===== config.mk =====
export PLATFORM = sky130hd
export DESIGN_NAME = vc_fifo_bank
export DESIGN_NICKNAME = d
export VERILOG_FILES = /design/src/rtl/vc_fifo_pkg.sv /design/src/rtl/vc_fifo_channel.sv /design/src/rtl/vc_fifo_bank.sv
export SDC_FILE = /design/constraint.sdc
export NUM_CORES = 1
export LEC_CHECK = 0
export CORE_UTILIZATION = 50
export DETAILED_ROUTE_END_ITERATION = 10
export MAX_ROUTING_LAYER = met4
export PLACE_DENSITY_LB_ADDON = 0.05
export SYNTH_ARGS = -nofsm -noshare
export SYNTH_HDL_FRONTEND = slang
export SYNTH_HIERARCHICAL = 1
export SYNTH_SLANG_ARGS = --single-unit

===== constraint.sdc =====
create_clock -name clk -period 3.4 [get_ports clk]
set_clock_uncertainty 0.15 [all_clocks]
set_input_delay 0.68 -clock clk [delete_from_list [all_inputs] [get_ports clk]]
set_output_delay 0.68 -clock clk [all_outputs]
set_load 0.02 [all_outputs]

===== src/rtl/vc_fifo_pkg.sv =====
// Shared defaults for the virtual-channel FIFO bank and the VC index width helper.
package vc_fifo_pkg;

  localparam int unsigned DEF_DATA_WIDTH = 6;
  localparam int unsigned DEF_ADDR_WIDTH = 4;
  localparam int unsigned DEF_NUM_VC     = 2;

  // A single-VC bank still carries a 1-bit index so the ports never collapse to zero width.
  function automatic int unsigned vc_width(input int unsigned n);
    return (n <= 1) ? 1 : $clog2(n);
  endfunction

endpackage


===== src/rtl/vc_fifo_channel.sv =====
// One virtual-channel queue: storage, pointers, occupancy, status flags and sticky error.
// Watermark thresholds are ports only when VC_FIFO_WATERMARK_EN is defined.
module vc_fifo_channel
  import vc_fifo_pkg::*;
#(
  parameter int unsigned DATA_WIDTH = DEF_DATA_WIDTH,
  parameter int unsigned ADDR_WIDTH = DEF_ADDR_WIDTH
) (
  input  logic                  clk,
  input  logic                  reset,
  input  logic                  wr_req,
  input  logic [DATA_WIDTH-1:0] data_in,
  input  logic                  rd_req,
`ifdef VC_FIFO_WATERMARK_EN
  input  logic [ADDR_WIDTH:0]   af_thresh,
  input  logic [ADDR_WIDTH:0]   ae_thresh,
`endif
  output logic [DATA_WIDTH-1:0] rd_data,
  output logic                  rd_accept,
  output logic                  full,
  output logic                  empty,
  output logic                  almost_full,
  output logic                  almost_empty,
  output logic                  error
);

  localparam int unsigned DEPTH = 1 << ADDR_WIDTH;
  localparam logic [ADDR_WIDTH:0] CNT_FULL = {1'b1, {ADDR_WIDTH{1'b0}}};
  localparam logic [ADDR_WIDTH:0] CNT_ONE  = (ADDR_WIDTH+1)'(1);

  logic [DATA_WIDTH-1:0] mem [DEPTH];
  logic [ADDR_WIDTH-1:0] wr_ptr;
  logic [ADDR_WIDTH-1:0] rd_ptr;
  logic [ADDR_WIDTH:0]   count;
  logic                  wr_accept;
  logic                  overflow;
  logic                  underflow;

  assign full  = (count == CNT_FULL);
  assign empty = (count == '0);

`ifdef VC_FIFO_WATERMARK_EN
  assign almost_full  = (count >= af_thresh);
  assign almost_empty = (count <= ae_thresh);
`else
  assign almost_full  = (count == {1'b0, {ADDR_WIDTH{1'b1}}});
  assign almost_empty = (count == CNT_ONE);
`endif

  // A full queue still takes a write when the same cycle pops an entry; empty never falls through.
  assign rd_accept = rd_req && !empty;
  assign wr_accept = wr_req && (!full || rd_accept);
  assign overflow  = wr_req && !wr_accept;
  assign underflow = rd_req && empty;
  assign rd_data   = mem[rd_ptr];

  always_ff @(posedge clk) begin
    if (wr_accept) begin
      mem[wr_ptr] <= data_in;
    end
  end

  always_ff @(posedge clk) begin
    if (!reset) begin
      wr_ptr <= '0;
      rd_ptr <= '0;
      count  <= '0;
      error  <= 1'b0;
    end else begin
      if (wr_accept) begin
        wr_ptr <= wr_ptr + ADDR_WIDTH'(1);
      end
      if (rd_accept) begin
        rd_ptr <= rd_ptr + ADDR_WIDTH'(1);
      end
      if (wr_accept && !rd_accept) begin
        count <= count + CNT_ONE;
      end else if (rd_accept && !wr_accept) begin
        count <= count - CNT_ONE;
      end
      if (overflow || underflow) begin
        error <= 1'b1;
      end
    end
  end

endmodule


===== src/rtl/vc_fifo_bank.sv =====
// NUM_VC independent FIFOs sharing one write and one read port, steered by VC index.
// Optional watermark thresholds: define VC_FIFO_WATERMARK_EN.
module vc_fifo_bank
  import vc_fifo_pkg::*;
#(
  parameter int unsigned DATA_WIDTH = DEF_DATA_WIDTH,
  parameter int unsigned ADDR_WIDTH = DEF_ADDR_WIDTH,
  parameter int unsigned NUM_VC     = DEF_NUM_VC,
  parameter int unsigned VC_W       = vc_width(NUM_VC)
) (
  input  logic                  clk,
  input  logic                  reset,
  input  logic                  wr_enable,
  input  logic [VC_W-1:0]       wr_vc,
  input  logic [DATA_WIDTH-1:0] data_in,
  input  logic                  rd_enable,
  input  logic [VC_W-1:0]       rd_vc,
`ifdef VC_FIFO_WATERMARK_EN
  input  logic [ADDR_WIDTH:0]   af_thresh,
  input  logic [ADDR_WIDTH:0]   ae_thresh,
`endif
  output logic [DATA_WIDTH-1:0] data_out,
  output logic                  rd_valid,
  output logic [VC_W-1:0]       rd_vc_out,
  output logic [NUM_VC-1:0]     full,
  output logic [NUM_VC-1:0]     empty,
  output logic [NUM_VC-1:0]     almost_full,
  output logic [NUM_VC-1:0]     almost_empty,
  output logic [NUM_VC-1:0]     error
);

  logic [NUM_VC-1:0]     wr_sel;
  logic [NUM_VC-1:0]     rd_sel;
  logic [NUM_VC-1:0]     rd_acc;
  logic [DATA_WIDTH-1:0] ch_data [NUM_VC];
  logic [DATA_WIDTH-1:0] rd_mux;
  logic                  rd_any;

  // Indices at or beyond NUM_VC match no channel, so such requests vanish without touching flags.
  for (genvar v = 0; v < NUM_VC; v++) begin : g_vc
    assign wr_sel[v] = wr_enable && (wr_vc == VC_W'(v));
    assign rd_sel[v] = rd_enable && (rd_vc == VC_W'(v));

    vc_fifo_channel #(
      .DATA_WIDTH (DATA_WIDTH),
      .ADDR_WIDTH (ADDR_WIDTH)
    ) u_channel (
      .clk          (clk),
      .reset        (reset),
      .wr_req       (wr_sel[v]),
      .data_in      (data_in),
      .rd_req       (rd_sel[v]),
`ifdef VC_FIFO_WATERMARK_EN
      .af_thresh    (af_thresh),
      .ae_thresh    (ae_thresh),
`endif
      .rd_data      (ch_data[v]),
      .rd_accept    (rd_acc[v]),
      .full         (full[v]),
      .empty        (empty[v]),
      .almost_full  (almost_full[v]),
      .almost_empty (almost_empty[v]),
      .error        (error[v])
    );
  end

  assign rd_any = |rd_acc;

  always_comb begin
    rd_mux = '0;
    for (int unsigned v = 0; v < NUM_VC; v++) begin
      rd_mux = rd_mux | (rd_acc[v] ? ch_data[v] : '0);
    end
  end

  always_ff @(posedge clk) begin
    if (!reset) begin
      data_out  <= '0;
      rd_valid  <= 1'b0;
      rd_vc_out <= '0;
    end else begin
      rd_valid  <= rd_any;
      data_out  <= rd_any ? rd_mux : '0;
      rd_vc_out <= rd_any ? rd_vc : '0;
    end
  end

endmodule


# After elaboration in Yosys (flattened, before gate mapping)
# Memory sizes are Yosys's and may differ from the RTL's. A register that Yosys moved wholly into a read port is not among the register bits.
# Cells that the tools add are included.
# totals
ff_bits	36
ram_bits	192
inputBits	12
elab_cells	78
memories	2
# mem_list
name	words	word_bits	read_ports	rd_ports_with_merged_regs	wr	line	text
g_vc[0].u_channel.mem	16	6	1	1	1	vc_fifo_channel.sv:31	logic [DATA_WIDTH-1:0] mem [DEPTH];
g_vc[1].u_channel.mem	16	6	1	1	1	vc_fifo_channel.sv:31	
# classes
addsub	8
eq_ne	6
mux	14
bitwise	3
reduce_logical	34
# ops
cell	n
$mux W5	4
$add A4 B1 Y4 const B	4
$logic_and A1 B1 Y1	16
$mux W4	4
$mux W6	2
$add A5 B1 Y5 const B	2
$eq A5 B1 Y1 const B	2
$eq A5 B4 Y1 const B	2
$eq A5 B5 Y1 const B	2
$logic_not A5 Y1	2
$sub A5 B1 Y5 const B	2
$logic_not A1 Y1	8
$or A6 B6 Y6	1
$logic_or A1 B1 Y1	4
$mux W1	4
$reduce_bool A2 Y1	2
$not A1 Y1	2
$reduce_and A2 Y1	1
$reduce_or A2 Y1	1

# Logic depth before layout (Yosys ltp)
# Gate-level depths: netlist (run 1).
# logic_depth
word_depth	9
mapped_depth	11

# Cells and area by module
# The synthesis (run 1) kept the hierarchy.
# by_module_without_submodules
mod	n_inst	cells_per_inst	area_each_um2	seq_area_each_um2
vc_fifo_channel at g_vc[0].u_channel	1	273	4668.2	3243.1
vc_fifo_channel at g_vc[1].u_channel	1	270	4649.5	3243.1
vc_fifo_bank	1	26	281.5	160.2

# Worst setup path after synthesis (run 1)
# OpenSTA, ideal clock, no wires.
# synth_path
path_kind	input to register
from	input rd_vc
to	register g_vc[1].u_channel.count[3]
arrival_ns	2.436
slack_ns	0.699
cell_stages	9
cell_sequence	and2_1 -> nand2b_1 -> o21a_1 -> buf_6 -> ha_1 -> or4_1 -> a21oi_1 -> xor2_1 -> and2_1
# synth_via
elab_chain_len	7
word_cells_on_any_way	10
# synth_rtl
item	line	text
start: declaration	vc_fifo_bank.sv:17	input logic [VC_W-1:0] rd_vc,
$logic_and A1 B1 Y1 (*)	vc_fifo_bank.sv:42	assign rd_sel[v] = rd_enable && (rd_vc == VC_W'(v));
$logic_and A1 B1 Y1 (*)	vc_fifo_channel.sv:51	assign rd_accept = rd_req && !empty;
$logic_or A1 B1 Y1 (*)	vc_fifo_channel.sv:52	assign wr_accept = wr_req && (!full || rd_accept);
$logic_and A1 B1 Y1 (*)	vc_fifo_channel.sv:52	
net g_vc[1].u_channel.wr_accept	vc_fifo_channel.sv:35	logic wr_accept;
$logic_not A1 Y1	vc_fifo_channel.sv:78	end else if (rd_accept && !wr_accept) begin
$logic_and A1 B1 Y1	vc_fifo_channel.sv:78	
$reduce_bool A2 Y1 (no line)	--	
end signal: assignment	vc_fifo_channel.sv:77	count <= count + CNT_ONE;
end signal: assignment	vc_fifo_channel.sv:79	count <= count - CNT_ONE;
end: declaration	vc_fifo_channel.sv:34	logic [ADDR_WIDTH:0] count;
# The timed path passes the listed nets; every way through them passes the cells marked *.
# A chain may end at the register's enable or synchronous reset.

# Worst setup path after layout (run 1)
# layout_path
from	register g_vc[1].u_channel.count[0]
to	output empty[1]
# layout_via
elab_chain_len	1
# layout_rtl
item	line	text
$logic_not A5 Y1	vc_fifo_channel.sv:40	assign empty = (count == '0);
end: declaration	vc_fifo_bank.sv:26	output logic [NUM_VC-1:0] empty,
# Every way passes these cells.

==> metrics.md, run 1 <==
| Metric | Value |
|---|---|
| Outcome | finished, final reports clean |
| Hold Fails Final Rpt | 0 |
| RePlAce Congestion | 0.773 |
| Minimum clock period | 3260 ps |
| Die Y-Extent | 141 um |
| Antenna violations before repair | 0 |
| Post-DP HPWL | 11900 um |
| Core ar. | 18800 um2 |
| I/O pins | 30 |
| Critical path arrival | 2430 ps |
| Crit Path Max Fanout | 8 |
| Synthesized Nets | 603 |
| Max IR drop VDD | 0.526 mV |
| Post-synthesis simple-gate area fraction | 7.64% |
| Leakage | 0.00378 uW |
| FF-to-FF Start | g_vc[0].u_channel/count[0] |
| Final WL | 18300 um |
| Die width | 141 um |
| PortBufs | 29 |
| Root buffer cell | clkbuf_16 |
| Mapped Cells | 569 |
| Area Overhead vs Synth | 16.5% |
| H-tree depth | 1 |
| Post-route ant nets | 0 |
| First-pass GRT wire length | 28800 um |
| Clock tree from TritonCTS | done |
| Compound-cell area share of the yosys netlist | 5.11% |
| Worst endpoint required time | 2570 ps |
| Slew Limit Fails | 0 |
| Starting density of the core | 51.1% |
| Sequential element share of the synthesized area | 69.2% |
| Slew at the pin with the worst max-slew slack | 986 ps |
| Hold_buf cts | 0 |
| Critical Path Source | g_vc[1].u_channel/count[0] |
| Average cell area after synthesis | 16.9 um2 |
| FF-to-FF End | g_vc[0].u_channel/count[3] |
| Fraction of layout cells with a size suffix above 1 | 20.2% |
| Mapped Area | 9600 um2 |
| Number of gates resized after cts | 0 |
| #FFs+latches synth | 236 |
| Sink Count | 236 |
| XOR/XNOR Fraction of Synth Area | 1.46% |
| Die area | 19800 um2 |
| CP endpoint | empty[1] |
| CTS buffer count | 24 |
| GRT Residual Overflow | 0 |
| Final setup margin | 138 ps |
| Worst R2R Setup Slack | 610 ps |
| Mux cell area share after synthesis | 11.6% |
| Clock latency on the worst-skew pair | 500 ps |
| Row count | 50 |
| DRC violations left | 0 |
| Worst r2r path cells | 10 |
| Diode count | 0 |
| HP Class | flop to flop |
| Vias per Instance | 5.70 |
| Post-CTS setup buffer count | 0 |
| CP endpoint kind | output pin |
| Power density over the cells | 696 nW/um2 |
| Drt initial violations | 370 |
| Vias in the first global route | 5161 |
| Final setup vio count | 0 |
| Post-synth cell types | 41 |
| Startpoint Class | flop |
| Max Freq | 307 MHz |
| Unrepaired setup endpoints after global routing | no |
| DR pass1 iterations | 5 |
| Core Util, Final | 59.6% |
| DP Worst Slack | 222 ps |
| Max cap viols | 0 |
| Async set-or-reset flop fraction in the synthesized netlist | 0% |
| Ys Warns | 6 |
| Post-synth EDFFs | 192 |
| Clk buf depth | 3 |
| Nets@finish | 668 |
| Largest family of logic cells by synthesized area | multiplexers |
| Gr usage total | 20.0% |
| Fin Setup TNS | 0 ps |
| Final worst hold slack | 330 ps |
| Crit Path Category | flop to output pin |
| Clk slew on worst S/H paths | 60 ps |
| Largest net degree at the start of global routing | 33 |
| Dominant synthesized flop cell | edfxtp_1 |
| Relative slew slack | 34.0% |
| WL/cell | 20.6 um |
| Hold Path Stages | 1 |
| Post-synthesis adder-cell area fraction | 2.87% |
| Vias after detailed routing | 5047 |
| Period utilization | 95.9% |
cell type report:
cell class	instances	area [um2]
clock buffers	35	810
clock inverters	9	60.1
fillers	1387	7580
inverters	17	63.8
multi-input cells	290	2750
flip-flops and latches	236	6650
well taps	234	293
repair buffers	65	561
cells in the final DEF (no fill, tap or decap), drive strengths merged, types with 17 or more instances in the layout:
cell | Yosys | routed
edfxtp | 192 | 192
mux4 | 48 | 48
dfxtp | 44 | 44
buf | 15 | 36
clkbuf | 11 | 35
and2 | 31 | 31
a22oi | 30 | 30
clkdlybuf4s50 | 0 | 29
nand2 | 25 | 25
nor2 | 24 | 24
ha | 22 | 22
inv | 17 | 18
nor2b | 17 | 17
metrics by stage:
step	total power [uW]	std cells	area, um2
3_3_place_gp	5110	842	10300
4_1_cts	7860	886	11200
6_report	7790	886	11200
5_1_grt	8120	886	11200
2_1_floorplan	4680	569	9600
3_5_place_dp	5130	842	10300
kinds of logic after synthesis:
family | after synthesis
AO/OA/AOI/OAI | 65
XOR/XNOR | 16
adder cells (fa/ha/maj) | 22
buffers and inverters | 43
flip-flops | 236
multiplexers | 51
AND/OR/NAND/NOR | 136
flip-flops by register name (all words and copies together), names as in the netlist, named ones only:
signal                 count
g_vc.u_channel/mem       192
g_vc.u_channel/count      10
g_vc.u_channel/rd_ptr      8
g_vc.u_channel/wr_ptr      8
data_out                   6
g_vc.u_channel/error       2
rd_valid                   1
rd_vc_out                  1
synth_stat cells (5+ instances only):
| cell | n | area share (%) |
|---|---|---|
| edfxtp_1 | 192 | 60 |
| mux4_2 | 48 | 11 |
| dfxtp_1 | 44 | 9.2 |
| and2_1 | 31 | 2.0 |
| a22oi_1 | 30 | 2.3 |
| nand2_1 | 25 | 0.98 |
| nor2_1 | 24 | 0.94 |
| ha_1 | 22 | 2.9 |
| inv_1 | 17 | 0.66 |
| nor2b_1 | 17 | 1.1 |
| clkbuf_1 | 11 | 0.43 |
| xnor2_1 | 10 | 0.91 |
| a21oi_1 | 8 | 0.42 |
| nand2b_1 | 8 | 0.52 |
| buf_2 | 6 | 0.31 |
| nor4_1 | 6 | 0.39 |
| o211ai_1 | 6 | 0.47 |
| o21a_1 | 6 | 0.47 |
| xor2_1 | 6 | 0.55 |
| nor3_1 | 5 | 0.26 |
power breakdown:
group          switching, uW  internal [uW]  leakage [uW]
sequential               147           3260       0.00209
combinational            862            783       0.00126
clock                   1070           1670      0.000432
total                   2070           5710       0.00378
routing by layer:
| metal | share of wire, % | global-route usage, % | up-vias |
|---|---|---|---|
| met4 | 1.6 | 4.86 | 0 |
| met5 | 0 | - | - |
| met2 | 46 | 30.6 | 156 |
| met1 | 46 | 28.6 | 2540 |
| met3 | 6.5 | 2.60 | 25 |
| li1 | - | - | 2326 |
how the worst min path moves through the flow:
stage	startpoint	to
final	g_vc[1].u_channel/error	g_vc[1].u_channel/error
after global routing	g_vc[1].u_channel/error	g_vc[1].u_channel/error
after CTS	g_vc[1].u_channel/error	g_vc[1].u_channel/error
after detailed placement	g_vc[1].u_channel/error	g_vc[1].u_channel/error
after global placement	g_vc[0].u_channel/error	g_vc[0].u_channel/error
after floorplan	g_vc[0].u_channel/rd_ptr[3]	flop
critical path, stage by stage (launching register included):
cell             delay (ps)
dfxtp_1                 380
inv_1                   110
ha_1                    150
or3b_1                  530
nor2_1                  150
clkdlybuf4s50_1         610
Note: power is estimated with default switching activity, not from simulation.
==> run 2: changes to the inputs <==
CORE_UTILIZATION = 40   (was 50)
==> metrics.md, run 2 (synthesis gave the netlist of run 1 again) <==
| Metric | Value |
|---|---|
| Worst endpoint required time | 2570 ps (about the same) |
| Antenna violations before repair | 0 (unchanged) |
| Die area | 24600 um2 (was 19800 um2) |
| Outcome | finished, final reports clean (unchanged) |
| Sink Count | 236 (unchanged) |
| Clock latency on the worst-skew pair | 520 ps (was 500 ps) |
| Row count | 56 (was 50) |
| RePlAce Congestion | 0.783 (was 0.773) |
| Fin Setup TNS | 0 ps (unchanged) |
| FF-to-FF End | g_vc[0].u_channel/count[3] (unchanged) |
| Vias in the first global route | 5239 (was 5161) |
| Worst path slowest cell | clkdlybuf4s50_1 (unchanged) |
| Crit path depth | 5 (unchanged) |
| Final WL | 19700 um (was 18300 um) |
| Post-DP HPWL | 12600 um (was 11900 um) |
| CTS buffer count | 26 (was 24) |
| Core ar. | 23500 um2 (was 18800 um2) |
| Critical path cell sequence | inv_1 -> ha_1 -> or3b_1 -> nor2_1 -> clkdlybuf4s50_1 (unchanged) |
| Vias per Instance | 5.14 (was 5.70) |
| Regs by FF count | g_vc.u_channel/mem: 192 flops, g_vc.u_channel/count: 10 flops (unchanged) |
| Clock tree from TritonCTS | done (unchanged) |
| Unrepaired setup endpoints after global routing | no (unchanged) |
| Power density over the cells | 704 nW/um2 (was 696 nW/um2) |
| Biggest register | g_vc.u_channel/mem (unchanged) |
| CP max stage delay | 610 ps (about the same) |
| DRC violations left | 0 (unchanged) |
| Hold Fails Final Rpt | 0 (unchanged) |
| Slew Limit Fails | 0 (unchanged) |
| Minimum clock period | 3210 ps (was 3260 ps) |
| Starting density of the core | 40.9% (was 51.1%) |
| CP endpoint kind | output pin (unchanged) |
| Crit Path Max Fanout | 6 (was 8) |
| Gr usage total | 17.5% (was 20.0%) |
| Max Freq | 312 MHz (was 307 MHz) |
| Clk buf depth | 3 (unchanged) |
| First-pass GRT wire length | 30800 um (was 28800 um) |
| Area Overhead vs Synth | 17.9% (was 16.5%) |
| Crit Path Category | flop to output pin (unchanged) |
| FF+latch area | 6650 um2 (unchanged) |
| Drt initial violations | 350 (was 370) |
| Period utilization | 94.3% (was 95.9%) |
| PortBufs | 29 (unchanged) |
| Most frequent cells in the layout | edfxtp_1 (192), mux4_2 (48), dfxtp_1 (44), buf_4 (36), and2_1 (31) (unchanged) |
| Max IR drop VDD | 0.470 mV (was 0.526 mV) |
| DP Area | 10400 um2 (was 10300 um2) |
| Multi-input gate area | 2750 um2 (about the same) |
| HP Class | flop to flop (unchanged) |
| I/O pins | 30 (unchanged) |
| Worst path top cell family by delay | buffers and inverters (unchanged) |
| Max FFs per register | 192 (unchanged) |
| Buf+Inv Stages, Crit Path | 2 (unchanged) |
| Nets@finish | 670 (was 668) |
| Post-route ant nets | 0 (unchanged) |
| Cell area after layout | 11300 um2 (was 11200 um2) |
| Slew at the pin with the worst max-slew slack | 837 ps (was 986 ps) |
| Max cap viols | 0 (unchanged) |
| GRT Residual Overflow | 0 (unchanged) |
| Vias after detailed routing | 5014 (was 5047) |
| WL/cell | 20.2 um (was 20.6 um) |
| Clk slew on worst S/H paths | 60 ps (about the same) |
| Leakage | 0.00379 uW (was 0.00378 uW) |
| Critical path arrival | 2380 ps (was 2430 ps) |
| Die Y-Extent | 157 um (was 141 um) |
| Root buffer cell | clkbuf_16 (unchanged) |
| Post-CTS setup buffer count | 0 (unchanged) |
| Commonest non-fill, non-tap cell in the layout | edfxtp_1 (unchanged) |
| Largest net degree at the start of global routing | 33 (unchanged) |
| Startpoint Class | flop (unchanged) |
| FF-to-FF Start | g_vc[0].u_channel/count[0] (unchanged) |
| CP endpoint | empty[0] (was empty[1]) |
| Die width | 157 um (was 141 um) |
| Worst R2R Setup Slack | 520 ps (was 610 ps) |
| DR pass1 iterations | 4 (was 5) |
| H-tree depth | 1 (unchanged) |
| Worst r2r path cells | 10 (unchanged) |
| Relative slew slack | 44.1% (was 34.0%) |
| Fraction of layout cells with a size suffix above 1 | 20.3% (was 20.2%) |
| Final setup vio count | 0 (unchanged) |
| Critical Path Source | g_vc[0].u_channel/count[0] (was g_vc[1].u_channel/count[0]) |
| Fill count | 1996 (was 1387) |
==> run 2: cell types whose count changed in the layout (fill, tap and decap cells not counted), sizes merged <==
cell    before  now
clkinv       7   12
bufinv       0    4
clkbuf      35   31
diode        0    1
inv         18   17
==> run 2: worst register-to-register path, delay by kind of cell, from the launching register on <==
kind	cells	cell delay, ps
compound gates	2	490
xor+xnor	1	80
fa+ha+maj	2	430
buf+inv	2	210
flops	1	370
simple gates	3	1040
==> run 2: layer usage <==
metal  GRT usage (%)  up-vias  routed length, um
li1                -     2337                  -
met1            24.3     2545               9510
met2            26.9       98               9050
met3            2.56       34                763
met4            4.81        0                403
met5               -        -                  0
==> run 2: cell type report <==
cell class / count / share of cell area [%]
flip-flops and latches: 236 / 58.7
well taps: 319 / 3.53
clock buffers: 31 / 6.19
clock inverters: 17 / 1.67
repair buffers: 65 / 4.95
diodes: 1 / 0.0221
multi-input cells: 290 / 24.3
inverters: 17 / 0.564
==> run 2: worst min-delay path by stage <==
stage | startpoint | end | slack, ps | cells after the start
final | g_vc[1].u_channel/error | g_vc[1].u_channel/error | 320 | 1
after global routing | g_vc[1].u_channel/error | g_vc[1].u_channel/error | 360 | 1
after CTS | g_vc[1].u_channel/error | g_vc[1].u_channel/error | 330 | 1
after detailed placement | g_vc[1].u_channel/error | g_vc[1].u_channel/error | 310 | 1
after global placement | g_vc[1].u_channel/error | g_vc[1].u_channel/error | 300 | 1
after floorplan | g_vc[0].u_channel/rd_ptr[3] | flop | 330 | 2
==> run 2: per-stage QoR <==
stage	total power (uW)	hold slack, ps	std cells	setup WS (ps)	utilization (%)
after floorplan	4680	326	569	699	-
after global placement	5140	300	927	214	44.4
after detailed placement	5150	306	927	205	44.4
after CTS	8060	325	975	99.1	48.2
after global routing	8340	363	975	108	48.2
final	7970	319	976	193	48.2
==> run 2: what timing repair did <==
action	in CTS	in global routing
resized for setup	0	1
hold buffers	0	0
endpoints found under the setup margin	0	1
==> run 2: power by group <==
part | switching [uW] | leakage, uW | internal [uW]
Sequential | 156 | 0.00209 | 3260
Clock | 1120 | 0.000443 | 1770
Combinational | 866 | 0.00126 | 795
Total | 2140 | 0.00379 | 5830
==> run 3: changes to the inputs <==
ABC_AREA = 0   (was unset)
CAP_MARGIN = 25   (was unset)
SLEW_MARGIN = 20   (was unset)
==> results of run 3 <==
The final DEF is identical to that of run 2; final timing and power are the same.
==> variant, RTL diff (flow settings as in run 3) <==
`data_out` no longer has a reset.
--- a/src/rtl/vc_fifo_bank.sv
+++ b/src/rtl/vc_fifo_bank.sv
@@ -75,15 +75,17 @@
 
   always_ff @(posedge clk) begin
     if (!reset) begin
-      data_out  <= '0;
       rd_valid  <= 1'b0;
       rd_vc_out <= '0;
     end else begin
       rd_valid  <= rd_any;
-      data_out  <= rd_any ? rd_mux : '0;
       rd_vc_out <= rd_any ? rd_vc : '0;
     end
   end
 
+  always_ff @(posedge clk) begin
+    data_out <= rd_any ? rd_mux : '0;
+  end
+
 endmodule
 
Check against the original RTL: differs if reset is asserted again (counterexample within 4 cycles, from zero or initial values and one cycle with reset low); with reset held inactive, the same outputs for 4 cycles.
==> variant against run 3 <==
Sequential cell count did not move; wire length decreased by 1.2%; largest power group unchanged; worst setup slack lost 37 ps; critical endpoint is now empty[1]; combinational power up 2%; synthesized area shrank 0.10%; critical path type unchanged; critical path depth did not move; design area grew 0.11%; power is 1.5% higher.
==> variant: results (changes against run 3) <==
* H-tree levels at 1 (unchanged)
* Pin count of the biggest net entering global routing at 33 (unchanged)
* Synth unique cells at 43 (+4.9%)
* GPL Wtd Cong at 0.797 (+1.8%)
* Pleak at 3.81 nW (+0.65%)
* Dpl hpwl at 12.5 mm (-0.60%)
* Synth area leaders: edfxtp_1, mux4_2, dfxtp_1
* Worst-Margin Slew at 720 ps (-117 ps)
* CTS root buffer: clkbuf_16
* Post-synth EDFFs at 192 (unchanged)
* Met3 wire length at 794 µm (+4.1%)
* YS warnings at 6 (unchanged)
* Maximum vdd ir drop at 0.489 mV (+4.0%)
* WL met1 at 9.09 mm (-4.4%)
* Mapped Nets at 599 (-0.66%)
* Total CTS buffers at 26 (unchanged)
* Total negative slack at 0 ps (unchanged)
* CTS clk-pin slew, worst paths at 60 ps (about the same)
* First-pass GRT wire length at 30.7 mm (-0.18%)
* Status: completed
* Placed Area at 0.0104 mm² (-0.25%)
* Synth async-reset ratio at 0 (unchanged)
* Crit-path max FO at 8 (+2)
* Final WL at 19.5 mm (-1.2%)
* WL per Instance at 20.1 µm (-0.44%)
* Post-CTS Setup Bufs at 0 (unchanged)
* Share of layout cells above drive strength 1 at 0.202 (-0.00121)
* Most frequent cells after synthesis: edfxtp_1, mux4_2, dfxtp_1, and2_1, nand2_1
* Hold/Removal Path Class: flop to flop
* # fillers at 1,994 (-0.10%)
* Vias at 4,983 (-0.62%)
* Sequential share of the synthesized area at 0.693 (+0.000723)
* Placed Cells at 921 (-0.65%)
* Longest Clk Path Bufs at 3 (unchanged)
* Nets@finish at 664 (-0.90%)
* Pre-CTS setup slack at 285 ps (+80.0 ps)
* Detailed Routing Iterations Pass 1 at 5 (+1)
* GRT Util Overall at 0.174 (-0.000607)
* Global Route met1 Usage at 0.239 (-0.00427)
* DR iter-0 viols at 357 (+2.0%)
* Largest registers: g_vc.u_channel/mem: 192 flops, g_vc.u_channel/count: 10 flops
* Global-route met3 utilization at 0.0263 (+0.000703)
* ANT cells at 0 (-1)
* Gate Count Post-Synth at 565 (-0.70%)
* Arrival @ worst endpoint at 2410 ps (+30 ps)
* Top sig layer: met4
* WL met2 at 9.27 mm (+2.5%)
* Vias in the first global route at 5,245 (+0.11%)
* Global routing usage on met2 at 0.274 (+0.00508)
[variant: cell count changes after synthesis, sizes merged]
cell / delta
a22o: +6
a22oi: -6
nor2b: -6
buf: +2
and2: -1
o211a: +1
[variant: worst paths after layout]
check | depth (start not counted) | slack, ps | start | end
max reg2reg | 10 | 590 | g_vc[0].u_channel/count[0] | g_vc[0].u_channel/count[3]
min reg2reg | 1 | 320 | g_vc[0].u_channel/error | g_vc[0].u_channel/error
max | 5 | 160 | g_vc[1].u_channel/count[0] | empty[1]
min | 1 | 320 | g_vc[0].u_channel/error | g_vc[0].u_channel/error
[variant: logic make-up (layout without fill, tap and decap cells)]
logic type               Yosys count  after routing  share of synthesized area
adder cells (fa/ha/maj)           22             22                     0.0287
flip-flops                       236            236                      0.693
XOR/XNOR                          16             16                     0.0146
multiplexers                      51             51                      0.116
AO/OA/AOI/OAI                     66             66                     0.0530
AND/OR/NAND/NOR                  129            129                     0.0719
buffers and inverters             45            130                     0.0228
[variant: final cells by class]
cell class | instances | area share
multi-input cells | 284 | 0.240
flip-flops and latches | 236 | 0.587
repair buffers | 65 | 0.0495
well taps | 319 | 0.0352
clock inverters | 13 | 0.0127
clock buffers | 35 | 0.0697
inverters | 17 | 0.00563
[variant: report_power, final]
| part | internal (W) | switching [W] |
|---|---|---|
| clock | 0.00185 | 0.00111 |
| sequential | 0.00328 | 0.000146 |
| combinational | 0.000807 | 0.000894 |
[variant: worst max-delay path, stage by stage, from the launching register on]
cell and delay (ps):
dfxtp_1 370, inv_1 110, ha_1 140, or3b_1 520, nor2_1 150, clkdlybuf4s50_1 620
[variant: through the flow]
step                 util  hold WS, ps
global route        0.483          344
floorplan               -          326
global placement    0.443          300
detailed placement  0.443          308
CTS                 0.483          327
finish              0.483          321
